## config.mk

```make
export PLATFORM = sky130hd
export DESIGN_NAME = io_out_buffer
export DESIGN_NICKNAME = d
export VERILOG_FILES = /design/src/rtl/io_out_buffer.sv
export SDC_FILE = /design/constraint.sdc
export NUM_CORES = 1
export LEC_CHECK = 0
export CAP_MARGIN = 0
export CORE_MARGIN = 2
export CORE_UTILIZATION = 50
export CTS_CLUSTER_SIZE = 25
export DETAILED_ROUTE_END_ITERATION = 10
export PLACE_DENSITY = 0.77
export SYNTH_ARGS = -nofsm -noshare
export SYNTH_HDL_FRONTEND = slang
export SYNTH_SLANG_ARGS = --single-unit
```

## constraint.sdc

```tcl
create_clock -name clk -period 3.65 [get_ports clk]
set_clock_uncertainty 0.1 [all_clocks]
set_input_delay 0.5475 -clock clk [delete_from_list [all_inputs] [get_ports clk]]
set_output_delay 0.5475 -clock clk [all_outputs]
set_load 0.02 [all_outputs]
```

## src/rtl/io_out_buffer.sv

```systemverilog
// Output-side I/O write buffer: queues CPU character writes for the UART and forwards the stop write once drained.
// Optional feature: define IO_OUT_BUFFER_DROP_CNT_EN to count characters rejected while the FIFO is full.
module io_out_buffer #(
    parameter int DEPTH  = 16,
    parameter int ADDR_W = 4
) (
    input  logic        clk,
    input  logic        rst,
    input  logic        rdy,
    input  logic [31:0] addr_from_cpu,
    input  logic [7:0]  data_from_cpu,
    input  logic        is_store_from_cpu,
    input  logic        io_buffer_full,
    output logic [7:0]  data_to_hci,
    output logic        is_store_to_hci,
    output logic        is_stop_to_hci,
    output logic        is_full_to_fc,
    output logic        is_stopped,
    output logic [15:0] drop_cnt
);

    typedef enum logic {
        ST_RUN     = 1'b0,
        ST_STOPPED = 1'b1
    } state_t;

    localparam logic [ADDR_W:0] C_FULL = (ADDR_W + 1)'(DEPTH);

    state_t            r_state;
    state_t            w_state_nxt;
    logic [7:0]        r_mem [DEPTH];
    logic [ADDR_W-1:0] r_head;
    logic [ADDR_W-1:0] r_tail;
    logic [ADDR_W:0]   r_count;
    logic              r_stop_pending;
    logic [7:0]        r_data;
    logic              r_store;
    logic              r_stop;
    logic              r_full;

    logic w_io_sel;
    logic w_char_wr;
    logic w_stop_wr;
    logic w_run;
    logic w_is_full;
    logic w_accepting;
    logic w_push;
    logic w_pop;
    logic w_emit_stop;
    logic w_unused_addr;

    assign w_io_sel    = is_store_from_cpu && (addr_from_cpu[17:16] == 2'b11);
    assign w_char_wr   = w_io_sel && (addr_from_cpu[2:0] == 3'b000) && (data_from_cpu != 8'h00);
    assign w_stop_wr   = w_io_sel && (addr_from_cpu[2:0] == 3'b100);
    assign w_run       = (r_state == ST_RUN);
    assign w_is_full   = (r_count == C_FULL);
    // Characters arriving after the stop write are silently discarded.
    assign w_accepting = rdy && w_run && !r_stop_pending && w_char_wr;
    assign w_push      = w_accepting && !w_is_full;
    assign w_pop       = rdy && w_run && (r_count != '0) && !io_buffer_full;
    assign w_emit_stop = rdy && w_run && r_stop_pending && (r_count == '0) && !io_buffer_full;
    assign w_unused_addr = ^{addr_from_cpu[31:18], addr_from_cpu[15:3]};

    always_comb begin
        w_state_nxt = r_state;
        if (w_emit_stop) begin
            w_state_nxt = ST_STOPPED;
        end
    end

    always_ff @(posedge clk or negedge rst) begin
        if (!rst) begin
            r_state <= ST_RUN;
        end else begin
            r_state <= w_state_nxt;
        end
    end

    // Storage has no reset; resetting the pointers is what discards the contents.
    always_ff @(posedge clk) begin
        if (w_push) begin
            r_mem[r_tail] <= data_from_cpu;
        end
    end

    always_ff @(posedge clk or negedge rst) begin
        if (!rst) begin
            r_head         <= '0;
            r_tail         <= '0;
            r_count        <= '0;
            r_stop_pending <= 1'b0;
            r_data         <= 8'h00;
            r_store        <= 1'b0;
            r_stop         <= 1'b0;
            r_full         <= 1'b0;
        end else begin
            if (w_push) begin
                r_tail <= r_tail + ADDR_W'(1);
            end
            if (w_pop) begin
                r_head <= r_head + ADDR_W'(1);
            end
            case ({w_push, w_pop})
                2'b10:   r_count <= r_count + (ADDR_W + 1)'(1);
                2'b01:   r_count <= r_count - (ADDR_W + 1)'(1);
                default: r_count <= r_count;
            endcase
            if (rdy && w_run && w_stop_wr) begin
                r_stop_pending <= 1'b1;
            end
            // Both terms are gated by rdy, so a frozen cycle never repeats a write.
            r_store <= w_pop || w_emit_stop;
            if (w_pop) begin
                r_data <= r_mem[r_head];
                r_stop <= 1'b0;
            end else if (w_emit_stop) begin
                r_data <= 8'h00;
                r_stop <= 1'b1;
            end
            if (rdy) begin
                r_full <= w_is_full;
            end
        end
    end

`ifdef IO_OUT_BUFFER_DROP_CNT_EN
    logic [15:0] r_drop_cnt;
    logic        w_drop;

    assign w_drop = w_accepting && w_is_full;

    always_ff @(posedge clk or negedge rst) begin
        if (!rst) begin
            r_drop_cnt <= 16'h0000;
        end else if (w_drop && (r_drop_cnt != 16'hFFFF)) begin
            r_drop_cnt <= r_drop_cnt + 16'h0001;
        end
    end

    assign drop_cnt = r_drop_cnt;
`else
    assign drop_cnt = 16'h0000;
`endif

    assign data_to_hci     = r_data;
    assign is_store_to_hci = r_store;
    assign is_stop_to_hci  = r_stop;
    assign is_full_to_fc   = r_full;
    assign is_stopped      = (r_state == ST_STOPPED);

endmodule

```

==> results of run 1 <==
power groups by stage:
stage / clock network (uW) / logic, uW / registers (uW)
after floorplan: 0 / 1050 / 2190
after global placement: 0 / 1270 / 2300
after detailed placement: 0 / 1310 / 2310
after CTS: 1860 / 1320 / 2280
after global routing: 1940 / 1430 / 2300
final: 1840 / 1320 / 2280
placed cells by master (no fill, tap or decap), types with 2 or more instances in the layout:
| master | synthesis | final |
|---|---|---|
| clkbuf_16 | 0 | 17 |
| o22ai_1 | 8 | 8 |
| o21ai_0 | 5 | 5 |
| bufinv_16 | 0 | 3 |
| nor4bb_1 | 2 | 2 |
| mux2_2 | 2 | 2 |
| nand2_1 | 9 | 9 |
| clkinv_4 | 0 | 3 |
| clkbuf_8 | 0 | 4 |
| ha_1 | 9 | 9 |
| edfxtp_1 | 128 | 128 |
| and2_1 | 2 | 2 |
| inv_6 | 0 | 4 |
| xnor2_1 | 6 | 6 |
| and4_1 | 4 | 4 |
| nand3_1 | 5 | 5 |
| nor4_1 | 3 | 3 |
| a21oi_1 | 4 | 4 |
| mux4_2 | 24 | 24 |
| nand2b_1 | 2 | 2 |
| clkdlybuf4s50_1 | 0 | 29 |
| a211o_1 | 8 | 8 |
| a32o_1 | 8 | 8 |
| and4b_1 | 8 | 8 |
| nor2_1 | 6 | 6 |
| dfrtp_1 | 26 | 25 |
| xor2_1 | 5 | 5 |
| inv_1 | 6 | 6 |
| mux2i_1 | 24 | 24 |
| conb_1 | 1 | 16 |
| buf_4 | 18 | 19 |
cell type report:
type | instances | share of cell area, %
Sequential cell | 154 | 59.35
Inverter | 6 | 0.2973
Clock inverter | 11 | 2.065
Clock buffer | 21 | 6.343
Timing Repair Buffer | 48 | 5.715
Multi-Input combinational cell | 181 | 23.39
Tap cell | 172 | 2.841
cell families after synthesis:
kind of cell | after synthesis | synth area share (%)
multiplexers | 50 | 12.41
buffers and inverters | 46 | 4.097
other | 1 | 0.05792
flip-flops | 154 | 69.41
AO/OA/AOI/OAI | 43 | 5.102
AND/OR/NAND/NOR | 52 | 5.701
XOR/XNOR | 11 | 1.488
adder cells (fa/ha/maj) | 9 | 1.739
flip-flops by register name, summed over array words and instances (netlist names):
name             cells
data_to_hci          8
is_store_to_hci      1
is_stopped           1
r_tail               4
is_stop_to_hci       1
r_head               4
r_count              5
r_stop_pending       1
r_mem              128
is_full_to_fc        1
per-stage QoR:
step,std cells,util [%],power (uW)
2_1_floorplan,381,-,3239
3_3_place_gp,561,54.98,3566
3_5_place_dp,561,54.98,3616
4_1_cts,593,60.02,5459
5_1_grt,593,60.02,5680
6_report,593,60.02,5437
worst max path at each step:
stage	start	endpoint	slack, ns	depth (start not counted)
finish	rdy	r_count[4]$_DFFE_PN0P_	0.39	12
global route	rdy	r_count[4]$_DFFE_PN0P_	0.25	12
CTS	rdy	r_count[4]$_DFFE_PN0P_	0.44	12
detailed placement	rdy	r_count[4]$_DFFE_PN0P_	0.03	12
global placement	rdy	r_count[4]$_DFFE_PN0P_	0.06	12
floorplan	addr_from_cpu[1]	r_count[4]$_DFFE_PN0P_	0.30	14
routing by layer:
metal / GRT usage (%) / vias up / part of all wire (%)
met5: 0 / - / 0
met4: 7.681 / 0 / 1.9
met3: 3.828 / 20 / 3.4
met2: 31.21 / 95 / 53
met1: 23.25 / 1673 / 41
li1: - / 1515 / -
==> flow_summary_export.csv, run 1 <==
group,metric,value,unit
outcome,outcome,"finished, final reports clean",
cells_and_area,regArea,4496,um^2
setup_path,r2r-end,"r_count[4]$_DFFE_PN0P_",
cells_and_area,drive_gt1_share,19.95,%
logic_synthesis,avgSynthCellArea,17.69,um^2
timing,fin_crit,3.257,ns
setup_path,critical-path-top-delay-family,"simple AND/OR/NAND/NOR gates",
pwr,ir_drop,0.3271,mV
min_path,hold-path-cell-count,1,
timing,max_freq,0.3070,GHz
cells_and_area,fin_nets,462,
job,max-cap-violations,0,
grt,grt_pass1_vias,3436,
setup_path,worstRegToRegCells,11,
cells_and_area,multi_input_area,1772,um^2
pwr,p_comb_share,24.2,%
min_path,hp-class,"reg2reg",
min_path,min_to,"data_to_hci[6]$_DFFE_PN0P_",
drt,route.detailed.drc,0,
placed_design,place_area,6938,um^2
timing,rsz0062_at_grt,"no",
setup_path,crit_top_cell,"ha_1",
setup_path,critPathBufInv,3,
setup_path,rrSetupSlack,0.58,ns
clock_tree,cts_root_buf,"clkbuf_16",
placed_design,numPortBuffers,29,
pwr,power_density,717.8,nW/um^2
clock_tree,cts_htree_levels,4,
placed_design,place_congestion,0.7743,
die,die_h,117.8,um
pwr,power_frac_seq,41.9,%
clock_tree,tritoncts,"yes",
setup_path,worstPathCellList,"clkdlybuf4s50_1 > or4b_4 > nor4_4 > and2_1 > inv_1 > ha_1 > buf_4 > ha_1 > o211a_1 > o31ai_1 > a31oi_1 > xor2_1",
logic_synthesis,syn_area,6475,um^2
logic_synthesis,synth_top_area_share,59.36,%
timing,hold_viol_final,0,
pwr,p_leak,0.002732,uW
grt,overflow,0,
timing,hold_slack,0.3959,ns
clock_tree,clkLatencyLatePin,0.41,ns
logic_synthesis,ys_seq_elements,154,
cells_and_area,design_area,7575,um^2
die,io_pins,73,
die,fp.coreArea,12620,um^2
grt,grt_max_degree,30,
timing,worst_slew_pin_slew,0.7932,ns
clock_tree,cts_buffer_depth,2,
logic_synthesis,synth_common_cells,"edfxtp_1 (128), dfrtp_1 (26), mux2i_1 (24), mux4_2 (24), buf_4 (18)",
timing,setup_slack,0.3932,ns
logic_synthesis,synthTopCellsByArea,"edfxtp_1 (59%), dfrtp_1 (10%), mux4_2 (8.3%)",
setup_path,path_class,"in2reg",
timing,fin_crit_sh,89.23,%
drt,ant_nets,0,
logic_synthesis,async_flop_share,16.88,%
pwr,intPower,3875,uW
timing,setup_violations,0,
setup_path,cpMaxStageDelayCell,"clkdlybuf4s50_1",
drt,first_pass_iters,5,
setup_path,cp.required,3.83,ns
clock_tree,cts_sinks,154,
cells_and_area,fill_cells,904,
logic_synthesis,ys_types,51,
die,num_rows,41,
setup_path,startpoint_type,"input port",
pwr,pwr-share-clk,33.9,%
logic_synthesis,synth_edf_count,128,
cells_and_area,diodes,0,
logic_synthesis,yosysMostFrequentCell,"edfxtp_1",
placed_design,dp_hpwl,7.812,mm
placed_design,pre_cts_ws,0.03062,ns
logic_synthesis,ys_warn_count,0,
die,dieArea,13880,um^2
pwr,swShare,28.73,%
grt,grt_pass1_wl,19.24,mm
setup_path,cp.arrival,3.43,ns
clock_tree,postCtsHoldBufs,0,
logic_synthesis,yosysSeqAreaShare,69.41,%
setup_path,crit_fanout,8,
die,initial_utilization,51.31,%
drt,vias,3303,
logic_synthesis,synth_flop_cell,"edfxtp_1",
die,die_w,117.8,um
logic_synthesis,synth_top_area_cell,"edfxtp_1",
logic_synthesis,synthCells,366,
setup_path,slowest_delay,0.52,ns
timing,slew_headroom,46.80,%
clock_tree,post_cts_buffers,0,
grt,antenna_found_initial,0,
setup_path,endpoint_kind,"flop",
grt,grtUsageTotal,18.44,%
drt,routed_wl,12.00,mm
drt,routed_via_density,5.570,
cells_and_area,area.growth.synth_to_final,16.99,%
pwr,power.switching,1562,uW
timing,report.final.slew_viol_count,0,
drt,wire_per_inst,20.24,um
drt,drt_iter0_markers,192,
clock_tree,cts_inserted_buffers,17,
clock_tree,clk_pin_slew,0.06,ns
min_path,min-delay-start,"data_to_hci[6]$_DFFE_PN0P_",
clock_tree,ctsResizeCount,0,
setup_path,worstReg2RegStart,"is_stopped$_DFFE_PN0P_",
timing,finalSetupTns,0,ns
Power figures use the tool's default switching activity.
==> run 2, diff against run 1 <==
--- a/config.mk
+++ b/config.mk
@@ -8,7 +8,7 @@
 export CAP_MARGIN = 0
 export CORE_MARGIN = 2
 export CORE_UTILIZATION = 50
-export CTS_CLUSTER_SIZE = 25
+export CTS_CLUSTER_DIAMETER = 120
 export DETAILED_ROUTE_END_ITERATION = 10
 export PLACE_DENSITY = 0.77
 export SYNTH_ARGS = -nofsm -noshare
==> results of run 2 <==
The final DEF is identical to that of run 1; final timing and power are the same.
==> run 3, diff against run 2 <==
--- a/config.mk
+++ b/config.mk
@@ -14,3 +14,4 @@
 export SYNTH_ARGS = -nofsm -noshare
 export SYNTH_HDL_FRONTEND = slang
 export SYNTH_SLANG_ARGS = --single-unit
+export TNS_END_PERCENT = 50
==> results of run 3 <==
The final DEF is identical to that of run 1; final timing and power are the same.
